[config.mk]
export PLATFORM = sky130hd
export DESIGN_NAME = match_slot_scheduler
export DESIGN_NICKNAME = d
export VERILOG_FILES = /design/src/rtl/match_slot_scheduler.sv
export SDC_FILE = /design/constraint.sdc
export NUM_CORES = 1
export LEC_CHECK = 0
export BUFFER_PORTS_ARGS = -buffer_cell sky130_fd_sc_hd__buf_2
export CORE_ASPECT_RATIO = 1.1
export CORE_MARGIN = 3
export CORE_UTILIZATION = 40
export CTS_CLUSTER_SIZE = 25
export DETAILED_ROUTE_END_ITERATION = 8
export GPL_TIMING_DRIVEN = 1
export SYNTH_ARGS = -nofsm -noshare
export SYNTH_HDL_FRONTEND = slang
export SYNTH_SLANG_ARGS = --single-unit
[constraint.sdc]
create_clock -name slow_clk -period 2 [get_ports slow_clk]
set_clock_uncertainty 0.15 [all_clocks]
set_input_delay 0.2 -clock slow_clk [delete_from_list [all_inputs] [get_ports slow_clk]]
set_output_delay 0.2 -clock slow_clk [all_outputs]
set_load 0.01 [all_outputs]
[src/rtl/match_slot_scheduler.sv]
// match_slot_scheduler: round-robin sharing of the order-matching core between trader ports
module match_slot_scheduler #(
   parameter int NUM_REQ = 4,
   parameter int IW      = $clog2(NUM_REQ),
   parameter int TIMEOUT = 15,
   parameter int TW      = 4
) (
   input  logic               slow_clk,
   input  logic               reset,
   input  logic [NUM_REQ-1:0] req,
   input  logic               halt_signal,
   input  logic               match_done,
   input  logic               match_hit,
   output logic [NUM_REQ-1:0] grant,
   output logic               start,
   output logic [NUM_REQ-1:0] ack,
   output logic               enable_count,
   output logic               busy,
   output logic [IW-1:0]      last_winner,
   output logic               timeout_err
);

   typedef enum logic [1:0] {IDLE, WAIT, COMMIT, HALTED} state_t;

   state_t             state, state_n;
   logic [TW-1:0]      timer, timer_n;
   logic               hit, hit_n;
   logic [NUM_REQ-1:0] grant_n, ack_n;
   logic               start_n, enable_count_n, busy_n, timeout_err_n;
   logic [IW-1:0]      last_winner_n, winner, cand;
   logic               found;

   // first requester after the previous winner, wrapping around the ports
   always_comb begin
      winner = last_winner;
      cand   = last_winner;
      found  = 1'b0;
      for (int i = 1; i <= NUM_REQ; i++) begin
         cand = IW'((int'(last_winner) + i) % NUM_REQ);
         if (!found && req[cand]) begin
            winner = cand;
            found  = 1'b1;
         end
      end
   end

   // next state and next values of every registered output
   always_comb begin
      state_n        = state;
      timer_n        = timer;
      hit_n          = hit;
      grant_n        = grant;
      start_n        = 1'b0;
      ack_n          = '0;
      enable_count_n = 1'b0;
      last_winner_n  = last_winner;
      timeout_err_n  = timeout_err;
      case (state)
         IDLE: begin
            if (halt_signal) begin
               state_n = HALTED;
            end else if (found) begin
               grant_n       = NUM_REQ'(1) << winner;
               start_n       = 1'b1;
               last_winner_n = winner;
               timer_n       = '0;
               state_n       = WAIT;
            end
         end
         WAIT: begin
            timer_n = timer + 1'b1;
            if (match_done) begin
               hit_n   = match_hit;
               state_n = COMMIT;
            end else if (timer == TW'(TIMEOUT - 1)) begin
               timeout_err_n = 1'b1;
               hit_n         = 1'b0;
               state_n       = COMMIT;
            end
         end
         COMMIT: begin
            ack_n          = grant;
            grant_n        = '0;
            enable_count_n = hit & ~halt_signal;
            state_n        = halt_signal ? HALTED : IDLE;
         end
         HALTED: begin
            grant_n = '0;
            state_n = halt_signal ? HALTED : IDLE;
         end
         default: begin
            grant_n = '0;
            state_n = IDLE;
         end
      endcase
      busy_n = (state_n == WAIT) || (state_n == COMMIT);
   end

   // state and output registers; reset aborts any transaction in flight
   always_ff @(posedge slow_clk or posedge reset) begin
      if (reset) begin
         state        <= IDLE;
         timer        <= '0;
         hit          <= 1'b0;
         grant        <= '0;
         start        <= 1'b0;
         ack          <= '0;
         enable_count <= 1'b0;
         busy         <= 1'b0;
         last_winner  <= IW'(NUM_REQ - 1);
         timeout_err  <= 1'b0;
      end else begin
         state        <= state_n;
         timer        <= timer_n;
         hit          <= hit_n;
         grant        <= grant_n;
         start        <= start_n;
         ack          <= ack_n;
         enable_count <= enable_count_n;
         busy         <= busy_n;
         last_winner  <= last_winner_n;
         timeout_err  <= timeout_err_n;
      end
   end

   a_grant_onehot: assert property (@(posedge slow_clk) disable iff (reset) $onehot0(grant));
   a_ack_pulse:    assert property (@(posedge slow_clk) disable iff (reset) |ack |=> ack == '0);
   a_count_on_ack: assert property (@(posedge slow_clk) disable iff (reset) enable_count |-> |ack);

endmodule

==> impl_summary.md, run 1 <==
Critical path
The worst setup path is of the reg -> reg kind. The longest individual stage delay on the worst path is between 0.5 and 0.6 ns. The required time of the critical path is approximately 2.0 ns. The worst path arrival time is around 1.7 ns. The library cell contributing the largest single delay on the critical path is sky130_fd_sc_hd__dfstp_2. Of all nets on the critical path, the largest fanout is 6.

The critical path runs through a total of 4 cells. The type of element launching the critical path is a register. The worst setup path is captured at a register. The startpoint of the most critical register-to-register path is last_winner[0]. On the critical path the largest part of the delay comes from compound AO/OA/AOI/OAI gates. In this run the critical register-to-register path is captured at grant[1].

The combined buffer and inverter count along the critical path is 0. Counting cells, the worst reg-to-reg path comes to 4. Traced cell by cell, the critical path runs through nor2b_1 -> a21o_1 -> a221oi_1 -> o32ai_1. The critical path startpoint is last_winner[0]. The worst reg-to-reg setup slack is approximately 0.33 ns. The critical path endpoint is grant[1].

Synthesis
Summed over all instances, the cell type with the most area after synthesis is sky130_fd_sc_hd__dfrtp_1. The average cell area after synthesis is 11.12 µm². The synthesized design contains 0 enable-type register cells.

By area the synthesized netlist is led by sky130_fd_sc_hd__dfrtp_1, sky130_fd_sc_hd__dfstp_2, sky130_fd_sc_hd__nand2b_1. The fraction of synthesized cell area taken by the top area cell type is around half. The share of the yosys chip area belonging to registers is between 50 and 60%.

The number of warnings issued by yosys is 0. After synthesis the cells add up to between 900 and 1000 µm². The synthesized flop and latch total is 21. The number of nets handed over by synthesis was between 90 and 100. After synthesis, the netlist uses 30 different library cells. The primary flip-flop cell chosen by synthesis mapping is sky130_fd_sc_hd__dfrtp_1. For this run, asynchronously set or reset flops after synthesis account for 100.0%. The commonest cells after synthesis are sky130_fd_sc_hd__dfrtp_1, sky130_fd_sc_hd__nor2_1, sky130_fd_sc_hd__inv_1, sky130_fd_sc_hd__nand2b_1, sky130_fd_sc_hd__a21oi_1. The most used standard cell by instance count after synthesis is sky130_fd_sc_hd__dfrtp_1. Counting every instance in the synthesized netlist gives 87.

Place
Prior to clock tree synthesis, the placed netlist has a worst setup slack of between 0.3 and 0.4 ns. The weighted congestion reported at the end of routability-driven placement is between 0.6 and 0.7. The standard cell area after detailed placement is 1119 µm².

Input and output buffers added on the ports amount to 22. Once detailed placement completed, the half-perimeter wirelength came to approximately 1300 µm.

Clock network
TritonCTS built the clock tree. The clock passes through at most 2 buffers. The CTS root buffer is sky130_fd_sc_hd__clkbuf_4. The hold buffer count at CTS is 3.

Clock-pin slew was measured on the worst setup and hold paths at between 0.1 and 0.15 ns. The post-CTS setup buffer count is 0. The H-tree depth is 1. The number of gates resized after CTS was 0. The clock insertion delay at the later pin of the skew report is between 0.3 and 0.4 ns. The CTS sink count is 21.

The number of buffers created by CTS is 3.

Drt
The first TritonRoute pass finished after 4 iterations. The first-iteration detailed-routing DRC count is 18. Dividing the detail-routed wire length by the instance count gives roughly 12 µm. The via density per instance is between 5 and 6. The post-route DRC violation count is 0.

The sum of routed wire length over all layers is about 1800 µm. Once detail routing completed, the nets flagged for antenna violations numbered 0. The total via count in the routed design is around 760.

Finish
The fraction of final layout cells sized beyond drive strength 1 is 29.31%. The number of antenna diodes is 0. The area of all placed cells without fillers is approximately 1200 µm². For this run, the post-layout net count is 128.

The relative area change from synthesis to final layout is 21.60%.

Timing
The final max-slew violation count came to 0. Setup repair after global routing left no endpoint under its margin. Measured against its own limit, the worst slew margin works out to approximately 68%. Based on the critical path, the design can be clocked at up to 600.0 MHz. Setup violations remaining at the end of the flow were counted as 0. The final-report hold violation count is 0. The least setup slack across all paths after layout is about 0.33 ns. The setup total negative slack is 0 ns.

The final critical path takes up a little over four fifths of the cycle. After layout, the minimum clock period comes to about 1.7 ns. For the pin with the worst max-slew slack, the measured transition is around 0.48 ns.

GRT
The first global-routing pass estimated ~3200 µm of wire. For this run, the total global-route usage over all layers was measured as 14.26%. The number of global-route vias before repair is between 700 and 800. Entering global routing, the biggest net connects 22 pins. The total congestion overflow is 0. The initial antenna violation count is 0.

Power
For this design the ratio of total power to cell area is approximately 1300 nW/µm². Across the VDD grid, the largest voltage drop is 657.2 µV. The leakage component of the power is between 0.5 and 0.6 nW. Total power for the finished layout comes to 1.507 mW.

Die
The placeable core region is about 2300 µm². The die is approximately 58 µm tall. For this design the top-level I/O count stands at 23. The effective utilization at floorplan is between 40% and 50%.

After floorplanning, the core was divided into 18 placement rows. The die covers between 3000 and 4000 µm². The die is about 53 µm wide.

Run status
The flow ran to the end, and the final reports show no timing, DRC or antenna violations.

Worst hold path
The worst hold path belongs to the class in -> reg.

Job
The max-cap violation count is 0.
[metrics by stage]
step                utilization [%]  std cells  hold slack, ns
detailed placement            49.17        139         0.09719
finish                        51.71        146        0.007592
global route                  51.71        146        0.005540
CTS                           51.71        146        0.004278
global placement              49.17        139         0.09094
floorplan                         -         87         0.02505
[worst register-to-register path, cell delays in order, from the launching register on]
cell,delay [ns]
sky130_fd_sc_hd__dfstp_2,0.59
sky130_fd_sc_hd__nor2b_1,0.07
sky130_fd_sc_hd__a21o_1,0.16
sky130_fd_sc_hd__a221oi_1,0.44
sky130_fd_sc_hd__o32ai_1,0.13
[cell type report]
type                            instances  area (µm²)
Fill cell                             218        1099
Sequential cell                        21       528.0
Multi-Input combinational cell         58       406.6
Timing Repair Buffer                   26       147.6
Tap cell                               30       37.54
Inverter                                7       28.78
Clock buffer                            3       22.52
Clock inverter                          1       5.005
[cell usage in the layout (no fill, tap or decap)]
cell,synthesis,routed
sky130_fd_sc_hd__buf_4,0,1
sky130_fd_sc_hd__dlygate4sd3_1,0,3
sky130_fd_sc_hd__o21ai_0,4,4
sky130_fd_sc_hd__o32ai_1,2,2
sky130_fd_sc_hd__o21ai_1,2,2
sky130_fd_sc_hd__nor3_2,1,1
sky130_fd_sc_hd__a221o_1,1,1
sky130_fd_sc_hd__ha_1,2,2
sky130_fd_sc_hd__nand3_1,1,1
sky130_fd_sc_hd__dfstp_2,2,2
sky130_fd_sc_hd__nand2_1,1,1
sky130_fd_sc_hd__a21o_1,3,3
sky130_fd_sc_hd__and3b_1,1,1
sky130_fd_sc_hd__a31oi_1,1,1
sky130_fd_sc_hd__buf_2,0,22
sky130_fd_sc_hd__a21oi_1,5,5
sky130_fd_sc_hd__clkinv_2,0,1
sky130_fd_sc_hd__nor3_1,2,2
sky130_fd_sc_hd__nor2_1,8,8
sky130_fd_sc_hd__nor2b_1,2,2
sky130_fd_sc_hd__dfrtp_1,19,19
sky130_fd_sc_hd__inv_4,1,1
sky130_fd_sc_hd__nand2b_4,1,1
sky130_fd_sc_hd__nor4_4,1,1
sky130_fd_sc_hd__clkbuf_4,0,3
sky130_fd_sc_hd__nand2b_1,6,6
sky130_fd_sc_hd__nor3b_1,2,2
sky130_fd_sc_hd__and2_1,4,4
sky130_fd_sc_hd__inv_1,6,6
sky130_fd_sc_hd__o2bb2ai_1,3,3
sky130_fd_sc_hd__mux2_4,1,1
sky130_fd_sc_hd__a221oi_1,1,1
sky130_fd_sc_hd__a31o_1,2,2
sky130_fd_sc_hd__a41o_1,1,1
[flip-flops by register name, indices dropped and copies added (netlist names)]
register	flops
grant	4
enable_count	1
timeout_err	1
last_winner	2
timer	4
start	1
hit	1
busy	1
state	2
ack	4
[kinds of logic (layout without fill, tap and decap cells)]
family / count (synthesis) / count (layout) / share of synthesized area [%]
adders and majority gates: 2 / 2 / 2.587
muxes: 1 / 1 / 1.552
and+or+nand+nor: 30 / 30 / 19.92
buffers and inverters: 8 / 37 / 3.363
DFF: 21 / 21 / 54.59
AOI/OAI and AO/OA: 25 / 25 / 17.98
[how the worst min path moves through the flow]
stage               endpoint        start  cells past startpoint  slack, ns
CTS                 state[1]  halt_signal                      2      0.004
global placement      ack[2]        reset                      3       0.09
global route        state[1]  halt_signal                      2      0.006
floorplan             ack[0]        reset                      1       0.03
detailed placement    ack[2]        reset                      3        0.1
finish              state[1]  halt_signal                      2      0.008
[where the power goes]
group          switching [mW]  leakage, nW  internal [mW]
clock network           0.133       0.0177         0.0749
logic                   0.305        0.311          0.266
registers               0.146        0.267          0.582
total                   0.584        0.596          0.924
[metal layers]
metal / track usage [%] / share of wire, %
met1: 17.89 / 47
met3: 2.611 / 6.1
met5: 0 / 0
met4: 8.759 / 3.2
met2: 22.34 / 44
Power figures use the tool's default switching activity.
==> run 2: changes to the inputs <==
Clock period 2 ns to 1.4 ns, I/O delays scaled along.
==> run 2 against run 1 <==
The flow now finishes with violations (negative setup slack). Worst hold slack gained 0.032 ns. Utilization grew 6.4 points. Highest routed layer unchanged. Critical endpoint is now grant[3]. Critical path depth is the same. Wire length grew 7.4%. Combinational power grew 110%. Critical path type unchanged.
==> impl_summary.md, run 2 (same netlist as run 1, synthesis figures left out) <==
Power
The internal power summed over all cells was 1.570 mW (was 0.9235 mW). The net switching share of the total power is 36.70% (was 38.73%). The share of power burned in combinational logic was 48.3% (was 37.9%). The clock share of power is 11.7% (was 13.8%). The net load switching power is 0.9100 mW (was 0.5838 mW).

The part of the power in registers came to 40.1% (was 48.3%). The worst IR drop on VDD is 939.3 µV (was 657.2 µV). The leakage component of the power is 0.6747 nW (was 0.5962 nW). The sum of internal, switching and leakage power came to 2.480 mW (was 1.507 mW).

The power density over the cells was 1875 nW/µm² (was 1282 nW/µm²).

Finish
The utilization of the core after routing is 58.14% (was 51.71%). The most common cell after layout, fill and taps aside is sky130_fd_sc_hd__buf_2 (unchanged). The area taken by multi-input logic gates is 422.9 µm² (was 406.6 µm²). The fraction of final layout cells sized beyond drive strength 1 is 38.46% (was 29.31%). The filler cell count is 208 (was 218).

Most frequent cells in the layout: sky130_fd_sc_hd__buf_2, sky130_fd_sc_hd__dfrtp_1, sky130_fd_sc_hd__buf_4 (was sky130_fd_sc_hd__buf_2, sky130_fd_sc_hd__dfrtp_1, sky130_fd_sc_hd__nor2_1). The area of all sequential standard cells came to 528.0 µm² (unchanged). The number of antenna diodes is 0 (unchanged). Leading registers by flop count: ack (4), grant (4), timer (4) (unchanged). The final-stage net count is 142 (was 128). The number of standard cells in the layout, taps in and fillers out is 160 (was 146). The relative area change from synthesis to final layout is 36.74% (was 21.60%).

GRT
The total congestion overflow is 0 (unchanged). The initial antenna violation count is 0 (unchanged). The maximum number of pins on one net before global-route repair is 13 (was 22).

The number of global-route vias before repair is 743 (was 745). The global-route usage over all layers was 14.28% (was 14.26%). The global-route wire length before repair is 3174 µm (was 3160 µm).

Critical path
The critical path endpoint is grant[3] (was grant[1]). The type of element launching the critical path is a register (unchanged). The worst reg-to-reg setup slack came to -0.13 ns (was 0.33 ns).

The terminus of the critical flop-to-flop path is grant[3] (was grant[1]). The critical-path maximum fanout is 3 (was 6). The startpoint of the most critical register-to-register path is last_winner[0] (unchanged). The required time of the critical path is 1.46 ns (was 2.04 ns). The number of cell instances on the worst register-to-register path is 4 (unchanged). The worst path arrival time came to 1.60 ns (was 1.71 ns).

The critical path capture point type was a register (unchanged). The type of the worst setup path is reg -> reg (unchanged). The critical path startpoint is last_winner[0] (unchanged).

Run status
Outcome: finished with violations (was finished, final reports clean). The final reports fail on negative setup slack.

Worst hold path
The class of the worst hold path is in -> reg (unchanged).

Die
The count of boundary I/O pins is 23 (unchanged). The overall die area is 3045 µm² (unchanged). The height of the die is 57.57 µm (unchanged).

The effective utilization at floorplan came to 42.52% (unchanged). The count of standard-cell rows was 18 (unchanged). The die extent in x was 52.89 µm (unchanged). The placeable core region is 2275 µm² (unchanged).

Drt
The first-iteration detailed-routing DRC count came to 6 (was 18). The post-route DRC violation count was 0 (unchanged). The number of antenna-violating nets in the routed design was 0 (unchanged). The total via count in the routed design is 798 (was 757). The average wire per standard cell is 12.05 µm (was 12.29 µm). The via density per instance is 4.988 (was 5.185).

The first-pass detailed-route iteration total came to 4 (unchanged). The sum of routed wire length over all layers is 1928 µm (was 1795 µm).

Timing
The share of the clock period used by the worst path after layout is 109.6% (was 83.34%). The achievable clock frequency came to 652.0 MHz (was 600.0 MHz). The final max-slew violation count was 0 (unchanged).

The least setup slack across all paths after layout is -0.1337 ns (was 0.3332 ns). The transition time of the tightest slew-check pin is 0.3887 ns (was 0.4813 ns). The final-report hold violation count is 0 (unchanged). The setup-violating endpoint count in the final report is 7 (was 0). The worst slew slack as a fraction of its limit was 74.06% (was 67.91%). The final critical path time including I/O delays and setup is 1.534 ns (was 1.667 ns). Unrepaired setup endpoints after global routing: yes (was no).

Place
The total placed cells including tap cells is 148 (was 139). The detailed placer's ending HPWL came to 1381 µm (was 1335 µm). The number of buffer cells added on primary ports is 22 (unchanged).

The weighted congestion reported at the end of routability-driven placement is 0.7198 (was 0.6698).

Clock network
The H-tree depth is 1 (unchanged). The clock insertion delay at the later pin of the skew report was 0.31 ns (about the same). The CTS root buffer is sky130_fd_sc_hd__clkbuf_4 (unchanged).

The CTS sink count is 21 (unchanged). The number of buffers created by CTS came to 3 (unchanged). The largest buffer count on any clock path is 2 (unchanged). The clock slew at the register clock pins of the worst setup and hold paths is 0.12 ns (about the same). The TritonCTS clock tree is yes (unchanged).

Job
The max-cap violation count is 0 (unchanged).
run 2: changes by cell type in the layout (fill, tap and decap cells not counted), sizes merged:
cell	previous run	this run
buf	23	35
dlygate4sd3	3	5
run 2: how the worst min path moves through the flow:
stage          slack, ns  depth (start not counted)       end        start
2_1_floorplan      -0.03                          1    ack[0]        reset
3_3_place_gp       -0.03                          2  grant[1]        reset
5_1_grt             0.03                          4     start  halt_signal
3_5_place_dp       -0.02                          2    ack[2]        reset
4_1_cts             0.01                          4     start  halt_signal
6_report            0.04                          4     start  halt_signal
run 2: metal layers:
metal  part of all wire (%)  vias to the layer above  global-route usage (%)
li1                       -                      396                       -
met1                     46                      372                   19.66
met2                     45                       26                   20.74
met3                    6.3                        4                   2.350
met4                    1.8                        0                   8.759
met5                      0                        -                       0
run 2: layout make-up:
cell class / instances / share of cell area, %
multi-input combinational: 58 / 31.98
tap: 30 / 2.838
sequential: 21 / 39.92
clock buffer: 3 / 1.703
inverter: 7 / 2.176
clock inverter: 1 / 0.3784
timing repair buffer: 40 / 21.00
run 2: power by group through the flow:
stage | sequential, mW | clock, mW | combinational (mW)
global route | 1.03 | 0.339 | 1.34
floorplan | 1.04 | 0 | 0.557
finish | 0.993 | 0.289 | 1.20
global placement | 0.992 | 0 | 1.01
detailed placement | 1.01 | 0 | 1.02
CTS | 0.985 | 0.303 | 1.12
run 2: timing repair:
action	in CTS	in global routing
endpoints found under the hold margin	24	0
hold buffers	5	0
pin swaps	0	3
buffers inserted	1	2
resized for setup	3	8
endpoints found under the setup margin	8	12
gates cloned	0	0
run 2: stage by stage:
stage          hold WS [ns]  cell area [µm²]  worst slack (ns)  setup TNS [ns]
3_3_place_gp       -0.02587             1186           -0.1132         -0.4673
3_5_place_dp       -0.02387             1186           -0.1329         -0.5949
6_report            0.03987             1323           -0.1337         -0.6632
5_1_grt             0.02800             1323           -0.1879          -1.119
4_1_cts             0.01383             1287           -0.1537         -0.5894
2_1_floorplan      -0.03495            967.2           -0.1502         -0.6275
run 2: worst max-delay path, stage by stage (launching register included):
cell and delay (ns):
sky130_fd_sc_hd__dfstp_2 0.57, sky130_fd_sc_hd__nor2b_2 0.05, sky130_fd_sc_hd__a21o_1 0.16, sky130_fd_sc_hd__a221o_1 0.33, sky130_fd_sc_hd__a31o_1 0.18
==> run 3: changes to the inputs <==
Settings changed: ABC_AREA set to 1, CORE_UTILIZATION 40 to 48, PLACE_DENSITY set to 0.74, TNS_END_PERCENT set to 5.
==> run 3 against run 2 <==
The run still ends with negative setup slack left. Setup slack lost 0.33 ns. Flip-flop and latch count is the same. Die area grew 2.5%. Worst hold slack gained 0.20 ns. Via count grew 40%. Critical path depth grew 7. Final cell count grew 41%. First-iteration DRC count grew to 3.7 times the previous value. Clock power is essentially flat. Area after synthesis grew 23%. Cell area grew 30%. Critical endpoint is now grant[0]. Largest power group unchanged.
==> impl_summary.md, run 3 <==
GRT
The initial antenna violation count is 0 (unchanged). The number of global-route vias before repair is 1053 (was 743). The global-route usage over all layers is 19.24% (was 14.28%). The global-route wire length before repair is 4429 µm (was 3174 µm). The total congestion overflow was 0 (unchanged).

The maximum number of pins on one net before global-route repair was 22 (was 13).

Synthesis
The number of distinct standard cells referenced by the synthesized netlist is 25 (was 30). Leading post-synthesis cells by instance count: sky130_fd_sc_hd__nand2_1, sky130_fd_sc_hd__dfrtp_1, sky130_fd_sc_hd__nand3_1 (was sky130_fd_sc_hd__dfrtp_1, sky130_fd_sc_hd__nor2_1, sky130_fd_sc_hd__inv_1, sky130_fd_sc_hd__nand2b_1, sky130_fd_sc_hd__a21oi_1). The summed instance area of the synthesized netlist was 1194 µm² (was 967.2 µm²). The fraction of synthesized cell area taken by the top area cell type is 39.83% (was 49.16%). The primary flip-flop cell chosen by synthesis mapping is sky130_fd_sc_hd__dfrtp_1 (unchanged). The average cell area after synthesis was 8.120 µm² (was 11.12 µm²). The async set-or-reset flop fraction in the synthesized netlist is 100.0% (unchanged). The number of warnings issued by yosys is 0 (unchanged). The count of flip-flops with a built-in enable after synthesis was 0 (unchanged). The synthesized flop and latch total is 21 (unchanged). The post-synthesis cell count is 147 (was 87).

The most used standard cell by instance count after synthesis is sky130_fd_sc_hd__nand2_1 (was sky130_fd_sc_hd__dfrtp_1). The library cell occupying the most area in the post-synthesis netlist is sky130_fd_sc_hd__dfrtp_1 (unchanged). The post-synthesis net count is 158 (was 98). Main area contributors after synthesis: sky130_fd_sc_hd__dfrtp_1, sky130_fd_sc_hd__nand2_1, sky130_fd_sc_hd__nand3_1 (was sky130_fd_sc_hd__dfrtp_1, sky130_fd_sc_hd__dfstp_2, sky130_fd_sc_hd__nand2b_1). The share of the yosys chip area belonging to registers is 44.23% (was 54.59%).

Critical path
The type of the worst setup path is reg -> reg (unchanged). The critical-path maximum fanout is 4 (was 3). The type of element launching the critical path is a register (unchanged).

The critical path capture point type is a register (unchanged). The required time of the critical path was 1.50 ns (was 1.46 ns). The worst path arrival time is 1.97 ns (was 1.60 ns).

Timing
The final max-slew violation count is 0 (unchanged). The share of the clock period used by the worst path after layout is 133.4% (was 109.6%). The final critical path time including I/O delays and setup is 1.867 ns (was 1.534 ns). The setup-violating endpoint count in the final report is 14 (was 7). The worst slew slack as a fraction of its limit was 82.35% (was 74.06%). The transition time of the tightest slew-check pin came to 0.2647 ns (was 0.3887 ns). The least setup slack across all paths after layout is -0.4672 ns (was -0.1337 ns). The final-report hold violation count is 0 (unchanged).

Unrepaired setup endpoints after global routing: yes (unchanged). The achievable clock frequency was 535.6 MHz (was 652.0 MHz). The setup total negative slack is -5.494 ns (was -0.6632 ns).

Finish
The number of antenna diodes is 0 (unchanged). Most frequent cells in the layout: sky130_fd_sc_hd__nand2_1, sky130_fd_sc_hd__buf_2, sky130_fd_sc_hd__dfrtp_1 (was sky130_fd_sc_hd__buf_2, sky130_fd_sc_hd__dfrtp_1, sky130_fd_sc_hd__buf_4). The relative area change from synthesis to final layout was 43.82% (was 36.74%). The fraction of final layout cells sized beyond drive strength 1 is 50.77% (was 38.46%). The area of all placed cells without fillers was 1717 µm² (was 1323 µm²). Leading registers by flop count: ack (4), grant (4), timer (4) (unchanged).

The final-stage net count is 207 (was 142).

Job
The max-cap violation count came to 0 (unchanged).

Run status
Outcome: finished with violations (unchanged). Failing checks: negative setup slack (unchanged).

Clock network
The TritonCTS clock tree is yes (unchanged). The largest buffer count on any clock path is 2 (unchanged). The clock insertion delay at the later pin of the skew report is 0.30 ns (was 0.31 ns). The CTS root buffer is sky130_fd_sc_hd__clkbuf_4 (unchanged). The number of buffers created by CTS is 3 (unchanged). The CTS sink count was 21 (unchanged). The H-tree depth is 1 (unchanged).

The clock slew at the register clock pins of the worst setup and hold paths was 0.12 ns (about the same).

Die
The die extent in x is 53.55 µm (was 52.89 µm). The count of boundary I/O pins was 23 (unchanged). The height of the die is 58.30 µm (was 57.57 µm). The effective utilization at floorplan is 51.96% (was 42.52%). The placeable core region is 2297 µm² (was 2275 µm²). The overall die area is 3122 µm² (was 3045 µm²). The count of standard-cell rows is 18 (unchanged).

Power
The leakage component of the power is 0.8978 nW (was 0.6747 nW). The sum of internal, switching and leakage power is 3.846 mW (was 2.480 mW). The worst IR drop on VDD is 1271 µV (was 939.3 µV).

The power density over the cells was 2240 nW/µm² (was 1875 nW/µm²).

Drt
The number of antenna-violating nets in the routed design is 0 (unchanged). The average wire per standard cell is 13.46 µm (was 12.05 µm). The first-pass detailed-route iteration total is 4 (unchanged). The via density per instance came to 4.964 (was 4.988).

The first-iteration detailed-routing DRC count came to 22 (was 6). The total via count in the routed design came to 1117 (was 798). The sum of routed wire length over all layers came to 3028 µm (was 1928 µm). The post-route DRC violation count is 0 (unchanged).

Worst hold path
The class of the worst hold path is in -> async (was in -> reg).

Place
The detailed placer's ending HPWL was 1881 µm (was 1381 µm). The standard cell area after detailed placement is 1393 µm² (was 1186 µm²). The weighted congestion reported at the end of routability-driven placement is 0.8127 (was 0.7198). The worst slack at placement is -0.3772 ns (was -0.1329 ns). The number of buffer cells added on primary ports is 22 (unchanged).
run 3: changes by cell type after synthesis, moves of 4 or more:
cell,delta
sky130_fd_sc_hd__inv_1,+11
sky130_fd_sc_hd__nand2b_1,-6
sky130_fd_sc_hd__nand2_1,+40
sky130_fd_sc_hd__and2_1,-4
sky130_fd_sc_hd__nand3_1,+17
sky130_fd_sc_hd__nand2_2,+7
sky130_fd_sc_hd__inv_2,+4
run 3: stage by stage:
stage | std cells | hold WS, ns | util [%]
4_1_cts | 220 | 0.2477 | 67.21
5_1_grt | 225 | 0.2830 | 74.73
2_1_floorplan | 147 | -0.03495 | -
3_3_place_gp | 206 | 0.02288 | 60.62
6_report | 225 | 0.2428 | 74.73
3_5_place_dp | 206 | 0.02999 | 60.62
run 3: per-layer routing:
metal,track usage [%],vias to the layer above,routed length (µm)
li1,-,561,-
met1,21.39,517,1118
met2,35.90,27,1699
met3,2.785,12,88
met4,7.299,0,121
met5,0,-,0
run 3: logic make-up (layout without fill, tap and decap cells):
kind of cell | after synthesis | after routing | synth area share, %
AO/OA/AOI/OAI | 14 | 14 | 6.814
adder cells (fa/ha/maj) | 2 | 2 | 2.096
buffers and inverters | 23 | 71 | 8.071
flip-flops | 21 | 21 | 44.24
AND/OR/NAND/NOR | 87 | 87 | 38.78
run 3: repair_timing:
| item | 4_1_cts | 5_1_grt |
|---|---|---|
| gates resized for setup | 13 | 36 |
| hold buffers | 4 | 0 |
| pin swaps | 5 | 23 |
| endpoints found under the hold margin | 25 | 0 |
| setup endpoints to repair | 14 | 15 |
| buffers inserted | 6 | 5 |
run 3: cell type report:
| cell class | count | area (µm²) |
|---|---|---|
| well taps | 30 | 37.54 |
| multi-input cells | 103 | 716.9 |
| clock buffers | 4 | 26.28 |
| inverters | 22 | 90.09 |
| flip-flops and latches | 21 | 528.0 |
| fillers | 180 | 580.6 |
| repair buffers | 45 | 317.8 |
run 3: final timing paths:
kind	slack [ns]	startpoint	cells after the start	endpoint
max	-0.47	last_winner[0]	11	grant[0]
min	0.24	reset	4	state[1]
max reg2reg	-0.47	last_winner[0]	11	grant[0]
min reg2reg	0.34	timeout_err	1	timeout_err
max in group asynchronous	0.58	reset	4	last_winner[1]
min in group slow_clk	0.34	timeout_err	1	timeout_err
run 3: power by group:
group / total (mW) / switching (mW) / internal, mW / leakage, nW
sequential: 0.968 / 0.167 / 0.801 / 0.273
combinational: 2.59 / 1.53 / 1.06 / 0.610
clock: 0.289 / 0.178 / 0.111 / 0.0150
total: 3.85 / 1.88 / 1.97 / 0.898
run 3: critical path, stage by stage (launching register included):
cell and delay [ns]:
sky130_fd_sc_hd__dfstp_2 0.62, sky130_fd_sc_hd__buf_6 0.14, sky130_fd_sc_hd__nand2_4 0.05, sky130_fd_sc_hd__nand2_4 0.10
sky130_fd_sc_hd__nand2_4 0.08, sky130_fd_sc_hd__nand2_8 0.11, sky130_fd_sc_hd__nor2_8 0.04, sky130_fd_sc_hd__nand3_4 0.10
sky130_fd_sc_hd__nand3_4 0.12, sky130_fd_sc_hd__nor2_4 0.17, sky130_fd_sc_hd__nand2_1 0.07, sky130_fd_sc_hd__nand2_1 0.06
